File: src/rtl/clk_div_multi.sv
// Multi-channel programmable clock divider / tick generator.
// Each channel has a runtime-loadable divisor and a square-wave or single-pulse output mode.
module clk_div_multi #(
    parameter int unsigned NUM_CH       = 4,
    parameter int unsigned CH_W         = 2,
    parameter int unsigned WIDTH        = 11,
    parameter int unsigned DEFAULT_DIV  = 2047,
    parameter bit          DEFAULT_MODE = 1'b0
) (
    input  logic              clk,
    input  logic              rst,
    input  logic [NUM_CH-1:0] en,
    input  logic              sync_clr,
    input  logic              ld_valid,
    output logic              ld_ready,
    input  logic [CH_W-1:0]   ld_ch,
    input  logic [WIDTH-1:0]  ld_div,
    input  logic              ld_mode,
    output logic              ld_err,
    output logic [NUM_CH-1:0] tick,
    output logic [NUM_CH-1:0] clk_out
);

    localparam logic [WIDTH-1:0] DefDiv = WIDTH'(DEFAULT_DIV);

    logic [WIDTH-1:0]  cnt_q [NUM_CH];
    logic [WIDTH-1:0]  cnt_d [NUM_CH];
    logic [WIDTH-1:0]  div_q [NUM_CH];
    logic [WIDTH-1:0]  div_d [NUM_CH];
    logic [NUM_CH-1:0] mode_q, mode_d;
    logic [NUM_CH-1:0] tick_q, tick_d;
    logic [NUM_CH-1:0] clk_out_q, clk_out_d;
    logic              ld_ready_q;
    logic              ld_err_q, ld_err_d;

    // Widened so the range check stays meaningful when 2^CH_W == NUM_CH.
    logic [31:0] ld_ch_ext;
    logic        ld_fire;

    always_comb begin
        ld_ch_ext = 32'(ld_ch);
        ld_fire   = ld_valid & ld_ready_q;
        ld_err_d  = ld_fire & (ld_ch_ext >= NUM_CH);

        for (int unsigned i = 0; i < NUM_CH; i++) begin
            cnt_d[i]     = cnt_q[i];
            div_d[i]     = div_q[i];
            mode_d[i]    = mode_q[i];
            tick_d[i]    = 1'b0;
            // Square wave holds between terminal counts; pulse mode mirrors tick.
            clk_out_d[i] = mode_q[i] ? 1'b0 : clk_out_q[i];

            if (sync_clr) begin
                cnt_d[i]     = '0;
                clk_out_d[i] = 1'b0;
            end else if (ld_fire && (ld_ch_ext == i)) begin
                div_d[i]     = ld_div;
                mode_d[i]    = ld_mode;
                cnt_d[i]     = '0;
                clk_out_d[i] = 1'b0;
            end else if (div_q[i] == '0) begin
                cnt_d[i]     = '0;
                clk_out_d[i] = 1'b0;
            end else if (en[i]) begin
                if (cnt_q[i] == div_q[i]) begin
                    cnt_d[i]     = '0;
                    tick_d[i]    = 1'b1;
                    clk_out_d[i] = mode_q[i] ? 1'b1 : ~clk_out_q[i];
                end else begin
                    cnt_d[i] = cnt_q[i] + WIDTH'(1);
                end
            end
        end
    end

    always_ff @(posedge clk) begin
        if (!rst) begin
            for (int unsigned i = 0; i < NUM_CH; i++) begin
                cnt_q[i] <= '0;
                div_q[i] <= DefDiv;
            end
            mode_q     <= {NUM_CH{DEFAULT_MODE}};
            tick_q     <= '0;
            clk_out_q  <= '0;
            ld_ready_q <= 1'b0;
            ld_err_q   <= 1'b0;
        end else begin
            for (int unsigned i = 0; i < NUM_CH; i++) begin
                cnt_q[i] <= cnt_d[i];
                div_q[i] <= div_d[i];
            end
            mode_q     <= mode_d;
            tick_q     <= tick_d;
            clk_out_q  <= clk_out_d;
            ld_ready_q <= 1'b1;
            ld_err_q   <= ld_err_d;
        end
    end

    assign ld_ready = ld_ready_q;
    assign ld_err   = ld_err_q;
    assign tick     = tick_q;
    assign clk_out  = clk_out_q;

endmodule

File: config.mk
export PLATFORM = sky130hd
export DESIGN_NAME = clk_div_multi
export DESIGN_NICKNAME = d
export VERILOG_FILES = /design/src/rtl/clk_div_multi.sv
export SDC_FILE = /design/constraint.sdc
export NUM_CORES = 1
export LEC_CHECK = 0
export CAP_MARGIN = 0
export CORE_MARGIN = 10
export CORE_UTILIZATION = 37
export CTS_CLUSTER_DIAMETER = 200
export DETAILED_ROUTE_END_ITERATION = 10
export SETUP_SLACK_MARGIN = 0.1
export SLEW_MARGIN = 10
export SYNTH_ARGS = -nofsm -noshare
export SYNTH_HDL_FRONTEND = slang
export SYNTH_SLANG_ARGS = --single-unit
File: constraint.sdc
create_clock -name clk -period 1.7 [get_ports clk]
set_clock_uncertainty 0.1 [all_clocks]
set_input_delay 0.34 -clock clk [delete_from_list [all_inputs] [get_ports clk]]
set_output_delay 0.34 -clock clk [all_outputs]
set_load 0.01 [all_outputs]
**After elaboration in Yosys (flattened, before gate mapping)**

Memory sizes are Yosys's and may differ from the RTL's.
Cells that the tools add are included.

- $add $sub $neg: 4
- Equal/unequal tests: 7
- Mux-type cells: 58
- Bitwise logic cells: 19
- Reduce and logical (&&, ||, !) cells: 21

Operators by type and width:

| kind | number |
|---|---|
| $mux 11 | 36 |
| $add 11x1->11 const B | 4 |
| $eq 11x11->1 | 4 |
| $logic_not 11->1 | 4 |
| $mux 1 | 22 |
| $reduce_or 5->1 | 4 |
| $reduce_or 4->1 | 4 |
| $not 1->1 | 10 |
| $or 1x1->1 | 8 |
| $reduce_and 2->1 | 4 |
| $eq 2x2->1 const B | 2 |
| $logic_and 1x1->1 | 4 |
| $eq 2x1->1 const B | 1 |
| $logic_not 2->1 | 1 |
| $and 1x1->1 | 1 |

- Bits in registers: 13
- Memory bits (writable): 88
- Bits of input ports: 22
- Output and inout port bits: 10
- Word-level logic and storage cells: 124
- Memories: 2

Memory list:

| memory | words | bits a word | rd ports | clocked after memory_dff | write ports | RTL line | RTL |
|---|---|---|---|---|---|---|---|
| cnt_q | 4 | 11 | 4 | 0 | 4 | 26 | `logic [WIDTH-1:0] cnt_q [NUM_CH];` |
| div_q | 4 | 11 | 4 | 0 | 4 | 28 | `logic [WIDTH-1:0] div_q [NUM_CH];` |

**Longest topological paths before layout**

Gate-level depths: netlist of the first run.
An unclocked memory read counts as a cell.

- Word-level depth: 8
- Depth in mapped cells: 6
- Gate-level depth less buffers: 5

**Least setup slack after synthesis of the first run**

OpenSTA, ideal clock, no wires.

- Kind: reg2reg
- From: reg ld_ready_q, in the netlist ld_ready
- To: mem div_q[2][0]
- Setup time: 137 ps
- Data arrival time: 1268 ps
- Required time: 1463 ps
- Path slack: 195 ps
- Stages on the path, launching flop included: 7
- Path buffers: 2
- Clock period less this slack: 1505 ps
- Path through: dfxtp_1 > nand2_1 > buf_4 > or3_1 > buf_2 > nand2_1 > nand3_1

RTL lines:

| element | RTL line | RTL |
|---|---|---|
| start, declared | 33 | `logic ld_ready_q;` |
| start signal, assigned | 85 | `ld_ready_q <= 1'b0;` |
| start signal, assigned | 95 | `ld_ready_q <= 1'b1;` |
| end, declared | 28 |  |

==> flow_summary.toml, run 1 <==
[logic_synthesis]
syn_inst = 568
synth.distinct_cells = 34
synth_edf_count = 0
yosysTopAreaCell = "dfxtp_1"
yosys.area.top_type_share_pct = 41.55
syn-cell-area_um2 = 4866
yosys_register_bits = 101
ys_top_cells_by_area = "dfxtp_1, xnor2_1, nand2_1, nand3_1, nor3_1"
post_synth.cell_area_avg_um2 = 8.567
ys_seq_area_share_pct = 41.55
ys_warn_count = 0
ys.flop_type = "dfxtp_1"
syn-num-nets = 594
ys_async_sr_fraction_pct = 0

[pwr]
p_leak_nw = 2.230
power.share.combinational_pct = 7.4
p_sw_mw = 1.120
p_int_mw = 3.718
clkPwrFrac_pct = 42.3
pwr-share-seq_pct = 50.3
switching_share_pct = 23.15
ir_drop_mv = 0.4819
power_density_nw_per_um2 = 803.0

[global_routing]
grt_max_degree = 50
grt_first_pass_wirelength_um = 19860
antenna_found_initial = 0
grt_pass1_vias = 4054
track_usage_pct = 13.31
grt_remaining_overflow = 0

[routing]
wl_um = 12150
wl_met2_um = 5690
dr_total_vias = 4142
ant_nets = 0
dr.first_iter.drc_count = 499
met1_length_um = 5650
wl_per_cell_um = 15.17
drcViolationCount = 0
via_per_inst = 5.171
wl_met3_um = 575
top_layer = "met4"
drt_pre_antenna_iters = 5

[clocking]
cts_tree = "done"
cts_sinks = 101
cts_hold_buf = 0
clockBufferDepth = 2
clock_latency_ps = 360
clock-root-buffer = "clkbuf_16"
htree_levels = 3
clk_pin_slew_worst_paths_ps = 60
cts_buffers = 9

[critical_path]
path_max_fanout = 6
worst_setup_path_end_kind = "register"
worst_setup_path_start_kind = "register"
critPathKind = "reg2reg"
required_ps = 1810
r2r_setup_slack_ps = 140
crit_arrival_ps = 1670

[floorplan]
die_y_um = 134.7
dieArea_um2 = 18140
num_rows = 41
die_w_um = 134.7
core_area_um2 = 12770
start_util_pct = 38.09
ios = 32

[timing]
finalSetupViolations = 0
finalCritPeriodShare_pct = 91.52
timing.final.max_slew_violations = 0
setup_ws_ps = 144.2
rsz0062_at_grt = "no"
hold_viol = 0
finalSetupTns_ps = 0
max_freq_mhz = 642.8
period_minus_slack_ps = 1556

[cells_and_area]
antennaDiodeCount = 0
nets = 650
syn2layout_area_growth_pct = 23.81
mostFrequentLayoutCells = "nand2_1, dfxtp_1, nand3_1, xnor2_1, nor3_1"
drive_gt1_share_pct = 17.97
layout.cells.most_common = "nand2_1"
fillers = 1211
final_util_pct = 47.16

[placement]
portBuffers = 30
pre_cts_ws_ps = -344.9
dp_hpwl_um = 8672
gp_congestion = 0.8669

[status]
status = "complete, no violations"

[hold_path]
hold_path.class = "reg2reg"

[job]
max_cap_viol_count = 0
## worst paths after layout
check | startpoint | end | cells past startpoint
worst max-delay path | ld_ready$_DFF_P_ | div_q[0][2]$_SDFFE_PN1P_ | 5
worst min-delay path | mode_q[0]$_SDFFE_PN0P_ | mode_q[0]$_SDFFE_PN0P_ | 2
worst max register to register | ld_ready$_DFF_P_ | div_q[0][2]$_SDFFE_PN1P_ | 5
worst min register to register | mode_q[0]$_SDFFE_PN0P_ | mode_q[0]$_SDFFE_PN0P_ | 2
## cell type report
| cell class | count | area (um^2) | share of cell area (%) |
|---|---|---|---|
| clock inverter | 3 | 17.52 | 0.2908 |
| clock buffer | 13 | 280.3 | 4.652 |
| multi-input combinational | 432 | 2761 | 45.84 |
| tap | 172 | 215.2 | 3.572 |
| timing repair buffer | 76 | 708.2 | 11.75 |
| inverter | 4 | 15.01 | 0.2492 |
| sequential | 101 | 2027 | 33.64 |
## layer usage
layer / track usage, % / vias up
met4: 6.348 / 0
met3: 2.634 / 23
met2: 20.99 / 88
met1: 16.99 / 1962
met5: 0 / -
li1: - / 2069
## power groups by stage
stage | Combinational, mW | Clock [mW] | Sequential (mW)
2_1_floorplan | 0.169 | 0 | 2.48
3_3_place_gp | 0.323 | 0 | 2.48
3_5_place_dp | 0.331 | 0 | 2.49
4_1_cts | 0.335 | 2.08 | 2.43
5_1_grt | 0.387 | 2.19 | 2.44
6_report | 0.356 | 2.05 | 2.43
## Yosys cell counts (2+ instances only)
cell / number
nor4_2: 4
clkbuf_1: 5
mux2i_1: 8
and4_1: 2
nand3b_1: 4
nor4_1: 8
or3_1: 4
ha_1: 4
buf_2: 16
nor2b_1: 4
o21a_1: 3
buf_6: 4
nor2_1: 6
nand2_1: 114
buf_4: 7
dfxtp_1: 101
inv_1: 4
nand4_1: 34
nand2b_1: 6
xor2_1: 15
nor3_1: 58
nand3_1: 65
nor3_2: 11
xnor2_1: 68
a21boi_0: 4
## critical path, cell delays in order (launching register included)
cell and delay (ps):
dfxtp_2 340, nand2_2 100, buf_12 150, or4_4 550, nand2_2 90, nand3_1 80
## flip-flops by register name (all words and copies together), names as in the netlist
name / cells
clk_out: 4
div_q: 44
mode_q: 4
ld_ready: 1
cnt_q: 44
tick: 4
## timing repair
item,in CTS,in global routing
hold endpoints to repair,0,0
cloned,1,4
buffers inserted,0,1
resized for setup,13,38
pin swaps,0,9
setup endpoints to repair,46,93
## metrics by stage
stage / hold slack [ps] / power, mW / instance area, um^2 / std cells
after floorplan: 267.7 / 2.647 / 4866 / 568
after global placement: 351.1 / 2.807 / 5530 / 779
after detailed placement: 358.6 / 2.816 / 5530 / 779
after CTS: 366.5 / 4.849 / 5848 / 796
after global routing: 394.8 / 5.008 / 6025 / 801
final: 361.4 / 4.838 / 6025 / 801
## cell families (layout without fill, tap and decap cells)
logic type / Yosys count / in the layout / share of synthesized area, %
AND/OR/NAND/NOR: 326 / 327 / 34.82
AO/OA/AOI/OAI: 8 / 8 / 1.260
flip-flops: 101 / 101 / 41.55
other: 1 / 1 / 0.07707
multiplexers: 8 / 8 / 1.646
buffers and inverters: 36 / 96 / 4.346
adder cells (fa/ha/maj): 4 / 4 / 1.029
XOR/XNOR: 84 / 84 / 15.27
Power figures use the tool's default switching activity.
==> inputs of run 2 (changes only) <==
--- a/config.mk
+++ b/config.mk
@@ -6,10 +6,13 @@
 export NUM_CORES = 1
 export LEC_CHECK = 0
 export CAP_MARGIN = 0
+export CELL_PAD_IN_SITES_DETAIL_PLACEMENT = 1
+export CELL_PAD_IN_SITES_GLOBAL_PLACEMENT = 1
 export CORE_MARGIN = 10
 export CORE_UTILIZATION = 37
 export CTS_CLUSTER_DIAMETER = 200
 export DETAILED_ROUTE_END_ITERATION = 10
+export PLACE_DENSITY_LB_ADDON = 0.1
 export SETUP_SLACK_MARGIN = 0.1
 export SLEW_MARGIN = 10
 export SYNTH_ARGS = -nofsm -noshare
==> run 2 against run 1 <==
Against the previous run:
- count of clock-buffer cells in the layout decreased by 1
- worst hold slack improved by 0.81 ps
- design area increased by 1.5%
- register-to-register slack improved by 20 ps
- first-iteration DRC count decreased by 58%
- cell count decreased by 0.62%
- via count increased by 0.58%
- sequential power about the same
- combinational power increased by 3%
- die area unchanged
- utilization increased by 0.70 points
- setup slack improved by 2.3 ps
==> flow_summary.toml, run 2 (synthesis results as in run 1) <==
[clocking]
cts_buffers = 9
clockBufferDepth = 2
cts_hold_buf = 0
clk_pin_slew_worst_paths_ps = 70
htree_levels = 3
clock_latency_ps = 350
cts_tree = "done"
clock-root-buffer = "clkbuf_16"
cts_sinks = 101

[timing]
finalCritPeriodShare_pct = 91.38
max_freq_mhz = 643.7
hold_viol = 0
timing.final.max_slew_violations = 0
setup_ws_ps = 146.5
period_minus_slack_ps = 1553
finalSetupViolations = 0
rsz0062_at_grt = "yes"
finalSetupTns_ps = 0
maxSlewHeadroom_pct = 66.57
tightest_slew_ps = 501.5

[hold_path]
worstHoldPathCells = 2
worstHoldStart = "mode_q[0]$_SDFFE_PN0P_"
hold_path.class = "reg2reg"
hold_end = "mode_q[0]$_SDFFE_PN0P_"

[placement]
portBuffers = 30
gp_congestion = 0.8034
dp_hpwl_um = 9815
pre_cts_ws_ps = -350.6
dp_cells = 775

[routing]
drt_pre_antenna_iters = 4
drcViolationCount = 0
via_per_inst = 5.234
wl_um = 13580
ant_nets = 0
wl_per_cell_um = 17.06
dr.first_iter.drc_count = 212
dr_total_vias = 4166

[critical_path]
crit_arrival_ps = 1750
worst_setup_path_start_kind = "input pin"
required_ps = 1900
worst_setup_path_end_kind = "register"
rr_endpoint = "div_q[0][0]$_SDFFE_PN1P_"
rr_startpoint = "ld_ready$_DFF_P_"
path_max_fanout = 11
critPathKind = "in2reg"
ff2ff_path_depth = 5
r2r_setup_slack_ps = 160

[floorplan]
die_w_um = 134.7
start_util_pct = 38.09
die_y_um = 134.7
core_area_um2 = 12770
ios = 32
num_rows = 41
dieArea_um2 = 18140

[pwr]
p_int_mw = 3.752
clkPwrFrac_pct = 42.9
ir_drop_mv = 0.3982
p_sw_mw = 1.159
power.share.combinational_pct = 7.5
switching_share_pct = 23.60
finalPower_mw = 4.911
pwr-share-seq_pct = 49.6
p_leak_nw = 2.236
power_density_nw_per_um2 = 803.3

[global_routing]
grt_first_pass_wirelength_um = 22490
grt_max_degree = 50
antenna_found_initial = 0
track_usage_pct = 15.36
grt_pass1_vias = 4352
grt_remaining_overflow = 0

[cells_and_area]
mostFrequentLayoutCells = "nand2_1, dfxtp_1, nand3_1, xnor2_1, nor3_1"
final_cell_count_no_fill = 796
reg_top3 = "cnt_q (44), div_q (44)"
layout.cells.most_common = "nand2_1"
antennaDiodeCount = 0
nets = 645
final_util_pct = 47.86
drive_gt1_share_pct = 20.19
syn2layout_area_growth_pct = 25.64

[job]
max_cap_viol_count = 0

[status]
status = "complete, no violations"
[run 2: routing by layer]
| metal | track usage (%) | wire length [um] |
|---|---|---|
| met5 | 0 | 0 |
| met2 | 24.54 | 6416 |
| met4 | 6.771 | 311 |
| met3 | 2.708 | 498 |
| met1 | 19.78 | 6351 |
[run 2: critical path: stages]
cell,delay [ps]
clkdlybuf4s50_1,410
buf_6,150
buf_4,140
nor4_2,280
buf_4,240
nand2_1,90
nand3_2,80
[run 2: through the flow]
stage | hold WS [ps] | instance area (um^2)
final | 362.2 | 6113
after floorplan | 267.7 | 4866
after global routing | 396.6 | 6113
after global placement | 350.4 | 5525
after CTS | 369.0 | 5823
after detailed placement | 359.6 | 5525
[run 2: how the worst max path moves through the flow]
stage,from,endpoint,slack [ps],depth (start not counted)
floorplan,ld_ready$_DFF_P_,div_q[2][0]$_SDFFE_PN1P_,200,6
global placement,ld_ch[1],div_q[1][2]$_SDFFE_PN1P_,-290,6
detailed placement,ld_ch[0],div_q[2][1]$_SDFFE_PN1P_,-350,6
CTS,ld_valid,div_q[0][8]$_SDFFE_PN1P_,50,6
global route,sync_clr,cnt_q[1][1]$_SDFFE_PP0P_,60,7
finish,sync_clr,div_q[0][7]$_SDFFE_PN1P_,150,7
[run 2: final cells by class]
cell class,count,area (um^2)
fill,1468,6660
multi-input combinational,432,2859
sequential,101,2036
timing repair buffer,71,694.4
clock buffer,12,246.5
tap,172,215.2
clock inverter,4,47.55
inverter,4,15.01
[run 2: power groups by stage]
stage	Clock [mW]	Combinational, mW	Sequential, mW
after floorplan	0	0.169	2.48
after global placement	0	0.323	2.49
after detailed placement	0	0.335	2.49
after CTS	2.15	0.336	2.43
after global routing	2.24	0.401	2.44
final	2.11	0.367	2.44
[run 2: repair_timing]
| item | 4_1_cts | 5_1_grt |
|---|---|---|
| setup endpoints to repair | 59 | 94 |
| pin swaps | 0 | 8 |
| buffers inserted | 0 | 3 |
| gates cloned | 0 | 2 |
| resized for setup | 15 | 58 |
==> inputs of run 3 (changes only) <==
--- a/config.mk
+++ b/config.mk
@@ -13,6 +13,7 @@
 export CTS_CLUSTER_DIAMETER = 200
 export DETAILED_ROUTE_END_ITERATION = 10
 export PLACE_DENSITY_LB_ADDON = 0.1
+export REMOVE_ABC_BUFFERS = 1
 export SETUP_SLACK_MARGIN = 0.1
 export SLEW_MARGIN = 10
 export SYNTH_ARGS = -nofsm -noshare
==> run 3 against run 2 <==
Against the previous run:
- sequential share of layout area up 0.46 points
- via count about the same
- global-route usage down 0.16 points
- register-to-register slack about the same
- clock power down 5%
- utilization down 0.65 points
- wire length up 0.96%
- setup slack about the same
- die area unchanged
- largest power group unchanged
- first-iteration DRC count up 7.1%
- power down 2.4%
==> flow_summary.toml, run 3 (synthesis results as in run 1) <==
[pwr]
power_density_nw_per_um2 = 794.9
p_leak_nw = 2.185
p_sw_mw = 1.093
ir_drop_mv = 0.4652
finalPower_mw = 4.794
p_int_mw = 3.701
power.share.combinational_pct = 7.4
clkPwrFrac_pct = 41.7
switching_share_pct = 22.79
pwr-share-seq_pct = 50.8

[clocking]
cts_buffers = 9
cts_tree = "done"
htree_levels = 3
clk_pin_slew_worst_paths_ps = 70
clock-root-buffer = "clkbuf_16"
clockBufferDepth = 2
cts_sinks = 101
cts_hold_buf = 0
clock_latency_ps = 350

[critical_path]
crit_arrival_ps = 1650
rr_startpoint = "ld_ready$_DFF_P_"
required_ps = 1800
crit_slowest_cell = "or4_4"
path_max_fanout = 6
r2r_setup_slack_ps = 150
critPathKind = "reg2reg"
path_buf_inv = 1
crit_top_cell = "nand2_2"
ff2ff_path_depth = 5
rr_endpoint = "div_q[0][10]$_SDFFE_PN1P_"
path_cells = "nand2_2, buf_12, or4_4, nand2_2, nand3_1"
worst_setup_path_start_kind = "register"
slowest_delay_ps = 560
crit_family = "simple AND/OR/NAND/NOR gates"
worst_setup_path_end_kind = "register"

[routing]
drt_pre_antenna_iters = 4
wl_um = 13710
drcViolationCount = 0
via_per_inst = 5.216
dr.first_iter.drc_count = 227
ant_nets = 0
dr_total_vias = 4162
wl_per_cell_um = 17.18

[timing]
rsz0062_at_grt = "no"
period_minus_slack_ps = 1553
finalCritPeriodShare_pct = 91.35
max_freq_mhz = 643.9
hold_viol = 0
tightest_slew_ps = 511.8
timing.final.max_slew_violations = 0
hold_slack_ps = 364.7
finalSetupTns_ps = 0
finalSetupViolations = 0
maxSlewHeadroom_pct = 65.88

[cells_and_area]
reg_top3 = "cnt_q (44), div_q (44)"
multiInputGateArea_um2 = 2784
regArea_um2 = 2036
syn2layout_area_growth_pct = 23.94
fillers = 1502
nets = 648
layout.cells.most_common = "nand2_1"
mostFrequentLayoutCells = "nand2_1, dfxtp_1, xnor2_1, nand3_1, nor3_1"
drive_gt1_share_pct = 19.52

[floorplan]
die_w_um = 134.7
num_rows = 41
core_area_um2 = 12770
ios = 32
die_y_um = 134.7
start_util_pct = 38.09
dieArea_um2 = 18140

[status]
status = "complete, no violations"

[hold_path]
hold_path.class = "reg2reg"
worstHoldPathCells = 2
hold_end = "mode_q[1]$_SDFFE_PN0P_"
worstHoldStart = "mode_q[1]$_SDFFE_PN0P_"

[global_routing]
grt_max_degree = 50
grt_first_pass_wirelength_um = 22450
antenna_found_initial = 2
grt_remaining_overflow = 0
grt_pass1_vias = 4414
track_usage_pct = 15.20

[placement]
portBuffers = 30
gp_congestion = 0.7969
dp_hpwl_um = 10020

[job]
max_cap_viol_count = 0
run 3: cell types whose count changed in the layout (fill, tap and decap cells not counted), sizes merged:
cell	previous run	this run
clkdlybuf4s50	17	16
dlymetal6s2s	2	3
buf	40	44
clkbuf	13	14
clkinv	2	1
diode	0	1
dlygate4sd2	11	10
clkinvlp	1	0
bufinv	1	0
run 3: cell type report:
cell class	count	area share (%)
multi-input cells	432	46.16
flip-flops and latches	101	33.76
diodes	1	0.04149
clock buffers	13	4.647
well taps	172	3.568
clock inverters	1	0.08299
inverters	4	0.2490
repair buffers	74	11.49
run 3: timing repair:
item,4_1_cts,5_1_grt
endpoints found under the setup margin,57,90
pin swaps,0,9
gates resized for setup,14,45
endpoints found under the hold margin,0,0
buffers inserted,0,5
cloned,0,3
run 3: worst max-delay path by stage:
stage	start	to	slack, ps	depth (start not counted)
after CTS	ld_valid	div_q[0][9]$_SDFFE_PN1P_	50	6
after floorplan	ld_ready$_DFF_P_	mode_q[1]$_SDFFE_PN0P_	4	4
after detailed placement	ld_ch[0]	div_q[2][6]$_SDFFE_PN1P_	-390	5
after global routing	ld_ready$_DFF_P_	div_q[0][3]$_SDFFE_PN1P_	100	5
after global placement	ld_valid	div_q[1][8]$_SDFFE_PN1P_	-320	6
final	ld_ready$_DFF_P_	div_q[0][10]$_SDFFE_PN1P_	150	5
run 3: power groups by stage:
stage / combinational (mW) / sequential (mW) / clock, mW
finish: 0.356 / 2.44 / 2.00
global route: 0.389 / 2.44 / 2.16
CTS: 0.331 / 2.44 / 2.06
detailed placement: 0.329 / 2.49 / 0
global placement: 0.318 / 2.49 / 0
floorplan: 0.126 / 2.48 / 0
run 3: per-stage QoR:
stage                     setup slack [ps]  instances  utilization [%]  instance area [um^2]
after floorplan                      3.961        536                -                  4669
after CTS                            49.06        789            45.37                  5796
final                                147.0        798            47.21                  6031
after detailed placement            -387.0        775            43.12                  5508
after global routing                 95.83        797            47.19                  6028
after global placement              -319.0        775            43.12                  5508
run 3: worst reg2reg max path: cells and delay by family (launching register included):
kind	cells	cell delay, ps
buf+inv	1	150
simple gates	4	830
flops	1	330
run 3: layer usage:
metal / wire length (um) / vias up / global-route usage (%)
li1: - / 2066 / -
met3: 641 / 12 / 4.266
met5: 13 / - / 0
met4: 111 / 2 / 3.628
met1: 6228 / 2021 / 19.01
met2: 6713 / 61 / 25.19
